==> config.mk <==
export PLATFORM = sky130hd
export DESIGN_NAME = uart_rx
export DESIGN_NICKNAME = d
export VERILOG_FILES = /design/src/rtl/uart_rx.sv
export SDC_FILE = /design/constraint.sdc
export NUM_CORES = 1
export LEC_CHECK = 0
export CAP_MARGIN = 20
export CORE_MARGIN = 1
export CORE_UTILIZATION = 55
export CTS_BUF_LIST = sky130_fd_sc_hd__clkbuf_8
export DETAILED_ROUTE_END_ITERATION = 16
export GPL_TIMING_DRIVEN = 0
export PLACE_DENSITY_LB_ADDON = 0.2
export SLEW_MARGIN = 10
export SYNTH_ARGS = -nofsm -noshare
export SYNTH_HDL_FRONTEND = slang
export SYNTH_SLANG_ARGS = --single-unit
==> constraint.sdc <==
create_clock -name clk -period 2.8 [get_ports clk]
set_input_delay 0.28 -clock clk [delete_from_list [all_inputs] [get_ports clk]]
set_output_delay 0.28 -clock clk [all_outputs]
set_load 0.01 [all_outputs]
==> src/rtl/uart_rx.sv <==
// UART receiver: 2-FF synchronized serial input, mid-bit sampling FSM, held
// output word with read-acknowledge handshake, framing-error and overrun flags.
module uart_rx (
  input  logic        clk,
  input  logic        rst,
  input  logic        rx,
  input  logic [15:0] clk_div,
  input  logic [4:0]  bits_per_word,
  input  logic        rd_en,
  output logic [15:0] data_out,
  output logic        data_ready,
  output logic        frame_err,
  output logic        overrun,
  output logic        busy
);

  typedef enum logic [1:0] {
    S_IDLE  = 2'd0,
    S_START = 2'd1,
    S_DATA  = 2'd2,
    S_STOP  = 2'd3
  } state_e;

  state_e      state_q, state_d;
  logic        rx_meta_q, rx_s_q, rx_prev_q;
  logic [15:0] cnt_q, cnt_d;
  logic [3:0]  idx_q, idx_d;
  logic [15:0] shift_q, shift_d;
  logic [15:0] data_q, data_d;
  logic        ready_q, ready_d;
  logic        ferr_q, ferr_d;
  logic        ovr_q, ovr_d;

  logic [3:0]  last_idx;
  logic [15:0] word_mask;
  logic [15:0] half_div;
  logic        fall;
  logic        ack;

  assign last_idx  = bits_per_word[4] ? 4'd15 : bits_per_word[3:0];
  assign word_mask = 16'hFFFF >> (4'd15 - last_idx);
  assign half_div  = {1'b0, clk_div[15:1]};
  assign fall      = rx_prev_q & ~rx_s_q;
  assign ack       = rd_en & ready_q;

  // Synchronizer resets high so leaving reset never looks like a start edge.
  always_ff @(posedge clk) begin
    if (rst) begin
      rx_meta_q <= 1'b1;
      rx_s_q    <= 1'b1;
      rx_prev_q <= 1'b1;
      state_q   <= S_IDLE;
      cnt_q     <= 16'd1;
      idx_q     <= 4'd0;
      shift_q   <= 16'd0;
      data_q    <= 16'd0;
      ready_q   <= 1'b0;
      ferr_q    <= 1'b0;
      ovr_q     <= 1'b0;
    end else begin
      rx_meta_q <= rx;
      rx_s_q    <= rx_meta_q;
      rx_prev_q <= rx_s_q;
      state_q   <= state_d;
      cnt_q     <= cnt_d;
      idx_q     <= idx_d;
      shift_q   <= shift_d;
      data_q    <= data_d;
      ready_q   <= ready_d;
      ferr_q    <= ferr_d;
      ovr_q     <= ovr_d;
    end
  end

  // Compares use >= so a mid-frame clk_div change cannot strand the FSM.
  always_comb begin
    state_d = state_q;
    cnt_d   = cnt_q + 16'd1;
    idx_d   = idx_q;
    shift_d = shift_q;
    data_d  = data_q;
    ready_d = ack ? 1'b0 : ready_q;
    ferr_d  = ferr_q;
    ovr_d   = ack ? 1'b0 : ovr_q;
    case (state_q)
      S_IDLE: begin
        cnt_d = 16'd1;
        if (fall) state_d = S_START;
      end
      S_START: begin
        if (cnt_q >= half_div) begin
          cnt_d = 16'd1;
          if (rx_s_q) begin
            state_d = S_IDLE;
          end else begin
            state_d = S_DATA;
            idx_d   = 4'd0;
          end
        end
      end
      S_DATA: begin
        if (cnt_q >= clk_div) begin
          cnt_d          = 16'd1;
          shift_d[idx_q] = rx_s_q;
          if (idx_q == last_idx) state_d = S_STOP;
          else                   idx_d   = idx_q + 4'd1;
        end
      end
      S_STOP: begin
        if (cnt_q >= clk_div) begin
          cnt_d   = 16'd1;
          state_d = S_IDLE;
          data_d  = shift_q & word_mask;
          ready_d = 1'b1;
          ferr_d  = ~rx_s_q;
          // A same-cycle acknowledge consumes the old word, so no overrun.
          ovr_d   = ready_q & ~rd_en;
        end
      end
      default: begin
        state_d = S_IDLE;
        cnt_d   = 16'd1;
      end
    endcase
  end

  assign data_out   = data_q;
  assign data_ready = ready_q;
  assign frame_err  = ferr_q;
  assign overrun    = ovr_q;
  assign busy       = (state_q != S_IDLE);

endmodule

==> results of run 1 <==
[kinds of logic after synthesis]
logic type	Yosys count	synth area share
mux	20	0.0563
buf+inv	45	0.0514
simple gates	147	0.217
flops	60	0.338
compound gates	92	0.171
xor+xnor	16	0.0394
fa+ha+maj	36	0.127
[synthesized netlist by cell type (7+ instances only)]
master / count / area, um2
nand4_1: 10 / 62.6
mux2i_1: 20 / 200
inv_1: 23 / 86.3
nand2_1: 15 / 56.3
dfxtp_1: 60 / 1200
a21oi_1: 44 / 220
nand3b_1: 8 / 60.1
nand2b_1: 21 / 131
xor2_1: 9 / 78.8
nand3_1: 25 / 125
xnor2_1: 7 / 61.3
ha_1: 36 / 450
nor2_1: 42 / 158
clkbuf_1: 16 / 60.1
[routing by layer]
layer	vias up	wire length (um)	GRT usage
li1	1594	-	-
met1	1481	4210	0.388
met2	72	3570	0.392
met3	14	438	0.0462
met4	0	146	0.107
met5	-	0	0
[power by group through the flow]
stage / Clock, mW / Sequential (mW) / Combinational [mW]
after floorplan: 0 / 0.883 / 0.0982
after global placement: 0 / 0.885 / 0.156
after detailed placement: 0 / 0.885 / 0.162
after CTS: 0.800 / 0.866 / 0.164
after global routing: 0.841 / 0.867 / 0.186
final: 0.792 / 0.867 / 0.168
[sequential cells by signal, summed over array words and instances, names as in the netlist, named ones only]
name and count:
cnt_q 16, data_out 16, data_ready 1, frame_err 1, idx_q 4, overrun 1, rx_meta_q 1, rx_prev_q 1
rx_s_q 1, shift_q 16, state_q 1
[critical path: cells and delay by family]
family | cells | cell delay, ns
buffers and inverters | 4 | 0.84
AOI/OAI and AO/OA | 4 | 0.91
and+or+nand+nor | 2 | 0.56
adders and majority gates | 1 | 0.31
[layout make-up]
class,instances,area [um2],area share
Multi-Input combinational cell,311,2200,0.511
Inverter,23,86.3,0.0200
Timing Repair Buffer,42,418,0.0970
Buffer,22,106,0.0247
Sequential cell,60,1200,0.279
Tap cell,75,93.8,0.0218
Clock inverter,5,51.3,0.0119
Clock buffer,11,151,0.0351
[final timing paths]
kind,to,slack [ns],depth (start not counted)
max,data_out[2]$_SDFFE_PP0P_,0.16,11
min,rx_s_q$_SDFF_PP1_,0.42,1
max reg2reg,shift_q[12]$_SDFFE_PP0P_,0.18,10
min reg2reg,rx_s_q$_SDFF_PP1_,0.42,1
[per-stage QoR]
step / util / area [um2] / std cells / worst slack, ns
global placement: 0.666 / 4060 / 532 / -0.298
global route: 0.707 / 4310 / 549 / -0.00921
detailed placement: 0.666 / 4060 / 532 / -0.311
floorplan: - / 3560 / 416 / 0.469
CTS: 0.700 / 4260 / 548 / 0.0202
finish: 0.707 / 4310 / 549 / 0.161
[timing repair]
| item | CTS | global route |
|---|---|---|
| setup endpoints to repair | 0 | 41 |
| gates resized for setup | 0 | 12 |
| hold buffers | 0 | 0 |
| buffers inserted | 0 | 1 |
==> impl_metrics.py, run 1 <==
metrics = {
    "floorplan": {
        "die_width_um": 82.4,
        "rows": 28,
        "initial_utilization": 0.584,
        "core-area_um2": 6100,
        "dieArea_um2": 6790,
        "io_pins": 45,
        "die_h_um": 82.4,
    },
    "worst_setup_path": {
        "max_stage_delay_ns": 0.45,
        "crit_required_ns": 3.07,
        "path_max_fanout": 10,
        "cp-startpoint": "clk_div[15]",
        "crit_type": "in -> reg",
        "cp.arrival_ns": 2.91,
        "crit_path_frequent_cell": "buf_6",
        "timing.rr.start": "cnt_q[0]$_SDFF_PP1_",
        "crit_path_cell_trace": "clkdlybuf4s50_1 -> inv_1 -> ha_1 -> nand4_1 -> or3_1 -> o32a_1 -> buf_6 -> a21oi_4 -> buf_6 -> o311ai_0 -> a21oi_1",
        "startpoint_type": "input pin",
        "end_kind": "flip-flop",
        "slowest_stage": "clkdlybuf4s50_1",
    },
    "place": {
        "port_buffers": 41,
        "routabilityCongestion": 0.825,
        "dp_hpwl_mm": 6.20,
    },
    "pwr": {
        "powerDensity_nw_per_um2": 424,
        "intPower_mw": 1.39,
        "power_mw": 1.83,
        "ir_drop_uv": 368,
        "p_seq_frac": 0.474,
        "switchingPower_uw": 439,
        "swShare": 0.240,
        "combPwrFrac": 0.092,
        "p_leak_nw": 1.64,
        "p_clk_frac": 0.434,
    },
    "yosys": {
        "synth_cell_types": 52,
        "synth_area_per_cell_um2": 8.55,
        "syn_inst": 416,
        "ys_seq_elements": 60,
        "yosysSeqAreaShare": 0.338,
        "yosys_warnings": 0,
        "synth-edff-count": 0,
        "synth_nets": 477,
        "synth-async-reset-ratio": 0,
        "synth_ff_type": "dfxtp_1",
        "syn-cell-area_um2": 3560,
    },
    "timing": {
        "drv_slew": 0,
        "min_period_ns": 2.64,
        "holdWs_ns": 0.422,
        "setup_tns_ns": 0,
        "finClkSkew_ns": 0.00541,
        "worst_slew_pin_slew_ns": 0.566,
        "period_share": 0.943,
        "fmax_mhz": 379,
        "slew-limit-headroom": 0.622,
        "setup_viol": 0,
        "hold_viol_final": 0,
    },
    "clocking": {
        "clk_pin_slew_ns": 0.07,
        "cts_max_path_buffers": 2,
        "ctsHtreeMaxLevel": 3,
        "cts_tree": "done",
        "cts_buffers": 9,
        "root_buffer": "clkbuf_8",
        "insertion_delay_ns": 0.34,
        "clock-sinks": 60,
    },
    "detailed_routing": {
        "drtIter0Drc": 204,
        "first_pass_iters": 4,
        "vias": 3161,
        "wl_per_cell_um": 15.2,
        "drt_wl_total_mm": 8.37,
        "drc": 0,
        "ant_nets": 0,
        "via_per_inst": 5.76,
    },
    "cells_and_area": {
        "layout_commonest_cell": "dfxtp_1",
        "drive_gt1_frac": 0.0675,
        "most-common-layout-cells": "dfxtp_1, a21oi_1, nor2_1",
        "insertedDiodeCount": 0,
        "fin_nets": 530,
        "syn_to_final_growth_pct": 21.1,
        "nFillCells": 511,
    },
    "outcome": {
        "outcome": "finished clean",
    },
    "global_routing": {
        "antenna_found_initial": 0,
        "grt_first_pass_wirelength_mm": 13.6,
        "grt_max_degree": 11,
        "grt_overflow": 0,
        "grt_pass1_vias": 2878,
        "grt_use_total": 0.269,
    },
    "worst_hold_path": {
        "min_path_type": "reg -> reg",
        "hp-start": "rx_meta_q$_SDFF_PP1_",
    },
    "flow_run": {
        "maxCapViolations": 0,
    },
}
No activity file was read; power rests on OpenSTA's default activity.
==> run 2, diff against run 1 <==
--- a/config.mk
+++ b/config.mk
@@ -11,7 +11,7 @@
 export CTS_BUF_LIST = sky130_fd_sc_hd__clkbuf_8
 export DETAILED_ROUTE_END_ITERATION = 16
 export GPL_TIMING_DRIVEN = 0
-export PLACE_DENSITY_LB_ADDON = 0.2
+export PLACE_DENSITY = 0.88
 export SLEW_MARGIN = 10
 export SYNTH_ARGS = -nofsm -noshare
 export SYNTH_HDL_FRONTEND = slang
==> run 2 against run 1 <==
Net effect:
- combinational power is essentially flat
- flip-flop and latch count is the same
- cell count shrank 0.18%
- wire length grew 2.0%
- clock skew shrank 0.0011 ns
- sequential share of layout area grew 0.30 points
- core utilization shrank 0.76 points
==> impl_metrics.py, run 2 (synthesized netlist as in run 1, its figures left out) <==
metrics = {
    "outcome": {
        "outcome": "finished clean",
    },
    "clocking": {
        "cts_setup_buffers": 0,
        "clock-sinks": 60,
        "root_buffer": "clkbuf_8",
        "ctsHtreeMaxLevel": 3,
        "clk_pin_slew_ns": 0.07,
        "insertion_delay_ns": 0.36,
        "cts_buffers": 9,
        "cts_tree": "done",
        "holdBufCountCts": 0,
        "cts_max_path_buffers": 2,
    },
    "place": {
        "dp_cells": 532,
        "dp_hpwl_mm": 6.18,
        "place_area_um2": 4060,
        "port_buffers": 41,
        "dp_slack_ns": -0.361,
        "routabilityCongestion": 0.847,
    },
    "worst_setup_path": {
        "crit_required_ns": 3.05,
        "r2r_cells": 8,
        "crit_type": "in -> reg",
        "crit_buf_inv": 3,
        "startpoint_type": "input pin",
        "critPathTopFamily": "compound AO/OA/AOI/OAI gates",
        "end_kind": "flip-flop",
        "crit_path_cell_trace": "clkdlybuf4s50_1 -> inv_1 -> ha_1 -> nand4_1 -> or3_1 -> o32a_1 -> buf_6 -> a32oi_2 -> a211oi_1 -> a41o_1",
        "worstSetupPathDepth": 10,
        "path_max_fanout": 10,
        "max_stage_delay_ns": 0.45,
        "cp.arrival_ns": 2.99,
        "slowest_stage": "clkdlybuf4s50_1",
    },
    "global_routing": {
        "antenna_found_initial": 0,
        "use_met2": 0.456,
        "grt_max_degree": 13,
        "busiest_layer": "met2",
        "grt_overflow": 0,
        "grt_first_pass_wirelength_mm": 14.2,
        "met3_usage": 0.0780,
        "grt_use_total": 0.277,
        "grt_pass1_vias": 3127,
        "use_met1": 0.330,
    },
    "timing": {
        "hold_viol_final": 0,
        "setup_ws_ns": 0.0602,
        "fmax_mhz": 365,
        "worst_slew_pin_slew_ns": 0.681,
        "drv_slew": 0,
        "period_share": 0.978,
        "min_period_ns": 2.74,
        "slew-limit-headroom": 0.545,
        "setup_viol": 0,
        "finClkSkew_ns": 0.00428,
    },
    "detailed_routing": {
        "drt_wl_total_mm": 8.54,
        "ant_nets": 0,
        "drtIter0Drc": 247,
        "drc": 0,
        "via_per_inst": 6.02,
        "first_pass_iters": 5,
        "wl_per_cell_um": 15.6,
        "vias": 3299,
    },
    "pwr": {
        "switchingPower_uw": 484,
        "combPwrFrac": 0.096,
        "p_leak_nw": 1.61,
        "p_seq_frac": 0.497,
        "p_clk_frac": 0.407,
        "power_mw": 1.74,
        "intPower_mw": 1.26,
        "swShare": 0.278,
        "powerDensity_nw_per_um2": 409,
        "ir_drop_uv": 345,
    },
    "floorplan": {
        "core-area_um2": 6100,
        "initial_utilization": 0.584,
        "rows": 28,
        "die_h_um": 82.4,
        "dieArea_um2": 6790,
        "io_pins": 45,
        "die_width_um": 82.4,
    },
    "worst_hold_path": {
        "hold_depth": 1,
        "min_path_type": "reg -> reg",
    },
    "cells_and_area": {
        "most-common-layout-cells": "dfxtp_1, a21oi_1, nor2_1",
        "fin_cells": 548,
        "insertedDiodeCount": 0,
        "syn_to_final_growth_pct": 19.8,
        "drive_gt1_frac": 0.0698,
        "final_area_um2": 4260,
        "layout_commonest_cell": "dfxtp_1",
        "nFillCells": 487,
        "fin_nets": 529,
    },
    "flow_run": {
        "maxCapViolations": 0,
    },
}
==> run 2: cell types whose count changed in the layout (fill, tap and decap cells not counted), sizes merged <==
cell      previous run  this run
bufinv               1         0
clkbuf              27        26
clkinv               2         4
buf                  7         5
clkinvlp             1         2
==> run 2: what timing repair did <==
| action | CTS | global route |
|---|---|---|
| resized for setup | 1 | 10 |
| pin swaps | 0 | 0 |
| endpoints found under the setup margin | 1 | 37 |
==> run 2: final timing paths <==
| kind | end | from | slack (ns) |
|---|---|---|---|
| setup reg to reg | idx_q[1]$_SDFFE_PP0P_ | cnt_q[15]$_SDFF_PP0_ | 0.15 |
| hold / removal | rx_s_q$_SDFF_PP1_ | rx_meta_q$_SDFF_PP1_ | 0.42 |
| setup / recovery | idx_q[1]$_SDFFE_PP0P_ | clk_div[15] | 0.06 |
| hold reg to reg | rx_s_q$_SDFF_PP1_ | rx_meta_q$_SDFF_PP1_ | 0.42 |
==> run 2: cell type report <==
type	instances	area [um2]	share of cell area
Multi-Input combinational cell	311	2190	0.514
Sequential cell	60	1200	0.282
Timing Repair Buffer	41	410	0.0963
Clock buffer	9	124	0.0291
Buffer	22	104	0.0244
Tap cell	75	93.8	0.0220
Inverter	23	86.3	0.0203
Clock inverter	7	51.3	0.0120
==> run 2: power by group through the flow <==
| stage | logic, mW | registers, mW | clock network (mW) |
|---|---|---|---|
| floorplan | 0.0982 | 0.883 | 0 |
| global placement | 0.155 | 0.885 | 0 |
| detailed placement | 0.161 | 0.885 | 0 |
| CTS | 0.163 | 0.865 | 0.710 |
| global route | 0.187 | 0.866 | 0.749 |
| finish | 0.167 | 0.866 | 0.708 |
==> run 2: through the flow <==
stage / setup TNS (ns) / utilization / hold slack (ns)
after detailed placement: -11.64 / 0.666 / 0.399
after global placement: -9.17 / 0.666 / 0.390
after global routing: -0.00264 / 0.699 / 0.453
after floorplan: 0 / - / 0.382
after CTS: 0 / 0.695 / 0.418
final: 0 / 0.699 / 0.415
==> run 2: metal layers <==
metal  vias up  share of wire
li1       1597              -
met4         0          0.021
met1      1555           0.44
met3        21          0.073
met5         -              0
met2       126           0.47
==> run 3, diff against run 2 <==
--- a/config.mk
+++ b/config.mk
@@ -6,11 +6,11 @@
 export NUM_CORES = 1
 export LEC_CHECK = 0
 export CAP_MARGIN = 20
-export CORE_MARGIN = 1
 export CORE_UTILIZATION = 55
 export CTS_BUF_LIST = sky130_fd_sc_hd__clkbuf_8
 export DETAILED_ROUTE_END_ITERATION = 16
-export GPL_TIMING_DRIVEN = 0
+export GPL_ROUTABILITY_DRIVEN = 0
+export GPL_TIMING_DRIVEN = 1
 export PLACE_DENSITY = 0.88
 export SLEW_MARGIN = 10
 export SYNTH_ARGS = -nofsm -noshare
==> run 3 against run 2 <==
Net effect:
- hold slack improved by 0.0080 ns
- fmax up 6.0%
- critical path depth down 2
- sequential share of layout area fell by 0.18 points
==> impl_metrics.py, run 3 (synthesized netlist as in run 1, its figures left out) <==
metrics = {
    "outcome": {
        "outcome": "finished clean",
    },
    "place": {
        "port_buffers": 44,
        "dp_hpwl_mm": 5.99,
        "dp_slack_ns": -0.0441,
        "place_area_um2": 4090,
    },
    "timing": {
        "setup_ws_ns": 0.215,
        "min_period_ns": 2.58,
        "finClkSkew_ns": 0.00375,
        "drv_slew": 0,
        "setup_viol": 0,
        "hold_viol_final": 0,
        "fmax_mhz": 387,
        "slew-limit-headroom": 0.535,
        "period_share": 0.923,
        "rsz0062_at_grt": "false",
        "worst_slew_pin_slew_ns": 0.696,
        "holdWs_ns": 0.423,
    },
    "global_routing": {
        "grt_overflow": 0,
        "antenna_found_initial": 0,
        "grt_pass1_vias": 3029,
        "grt_first_pass_wirelength_mm": 13.9,
        "grt_max_degree": 35,
        "grt_use_total": 0.270,
    },
    "clocking": {
        "ctsHtreeMaxLevel": 3,
        "cts_max_path_buffers": 2,
        "cts_setup_buffers": 0,
        "insertion_delay_ns": 0.34,
        "root_buffer": "clkbuf_8",
        "cts_resized": 0,
        "clk_pin_slew_ns": 0.07,
        "cts_buffers": 9,
        "clock-sinks": 60,
        "holdBufCountCts": 0,
        "cts_tree": "done",
    },
    "worst_setup_path": {
        "rr_endpoint": "cnt_q[0]$_SDFF_PP1_",
        "slowest_stage": "a2111oi_0",
        "cp-startpoint": "cnt_q[0]$_SDFF_PP1_",
        "r2r_cells": 8,
        "crit_path_cell_trace": "inv_1 -> ha_1 -> nand2b_1 -> a2111oi_0 -> buf_4 -> o32a_1 -> a32oi_2 -> or3_1",
        "cp.arrival_ns": 2.80,
        "crit_required_ns": 3.01,
        "timing.rr.start": "cnt_q[0]$_SDFF_PP1_",
        "max_stage_delay_ns": 0.48,
        "crit_buf_inv": 2,
        "path_max_fanout": 8,
        "reg2reg_slack_ns": 0.22,
        "worstSetupPathDepth": 8,
        "critPathTopFamily": "compound AO/OA/AOI/OAI gates",
        "crit_type": "reg -> reg",
        "startpoint_type": "flip-flop",
        "end_kind": "flip-flop",
        "critPathCapture": "cnt_q[0]$_SDFF_PP1_",
    },
    "cells_and_area": {
        "final_area_um2": 4290,
        "drive_gt1_frac": 0.0774,
        "fin_nets": 521,
        "insertedDiodeCount": 0,
        "layout_commonest_cell": "dfxtp_1",
        "final_util": 0.704,
        "most-common-layout-cells": "dfxtp_1, a21oi_1, clkdlybuf4s50_1",
        "syn_to_final_growth_pct": 20.6,
    },
    "floorplan": {
        "initial_utilization": 0.584,
        "rows": 28,
        "dieArea_um2": 6790,
        "io_pins": 45,
        "die_h_um": 82.4,
        "die_width_um": 82.4,
        "core-area_um2": 6100,
    },
    "detailed_routing": {
        "drtIter0Drc": 202,
        "ant_nets": 0,
        "drc": 0,
        "first_pass_iters": 5,
        "drt_wl_total_mm": 8.28,
        "wl_per_cell_um": 15.3,
        "via_per_inst": 5.99,
        "vias": 3232,
    },
    "pwr": {
        "power_mw": 1.82,
        "ir_drop_uv": 311,
        "powerDensity_nw_per_um2": 425,
        "p_leak_nw": 1.63,
    },
    "worst_hold_path": {
        "hp-start": "rx_meta_q$_SDFF_PP1_",
        "min_path_type": "reg -> reg",
    },
    "flow_run": {
        "maxCapViolations": 0,
    },
}
[run 3: where the power goes]
part	internal, mW	switching, mW	total (mW)
sequential	0.859	0.0107	0.869
combinational	0.0820	0.0901	0.172
clock	0.413	0.369	0.782
[run 3: worst min-delay path by stage]
stage | cells after the start | slack, ns | endpoint
floorplan | 1 | 0.38 | overrun$_SDFF_PP0_
global placement | 1 | 0.39 | rx_s_q$_SDFF_PP1_
detailed placement | 1 | 0.41 | rx_s_q$_SDFF_PP1_
CTS | 1 | 0.43 | rx_s_q$_SDFF_PP1_
global route | 1 | 0.43 | rx_s_q$_SDFF_PP1_
finish | 1 | 0.42 | rx_s_q$_SDFF_PP1_
[run 3: through the flow]
stage,instances,setup TNS (ns)
detailed placement,524,-0.105
CTS,540,0
global placement,524,0
floorplan,416,0
finish,540,0
global route,540,0
[run 3: final cells by class]
| cell class | count | area [um2] |
|---|---|---|
| Multi-Input combinational cell | 311 | 2170 |
| Fill cell | 489 | 1810 |
| Sequential cell | 60 | 1200 |
| Timing Repair Buffer | 55 | 536 |
| Clock buffer | 9 | 124 |
| Tap cell | 75 | 93.8 |
| Inverter | 23 | 86.3 |
| Clock inverter | 7 | 75.1 |
[run 3: routing by layer]
metal / vias to the layer above / track usage / routed length, um
met3: 11 / 0.0824 / 531
met1: 1529 / 0.335 / 3650
met4: 0 / 0.0947 / 86
li1: 1578 / - / -
met2: 114 / 0.443 / 4010
met5: - / 0 / 0
[run 3: worst register-to-register path, cell delays in order, from the launching register on]
cell       delay [ns]
dfxtp_1          0.38
inv_1            0.10
ha_1             0.28
nand2b_1         0.14
a2111oi_0        0.48
buf_4            0.20
o32a_1           0.25
a32oi_2          0.24
or3_1            0.39
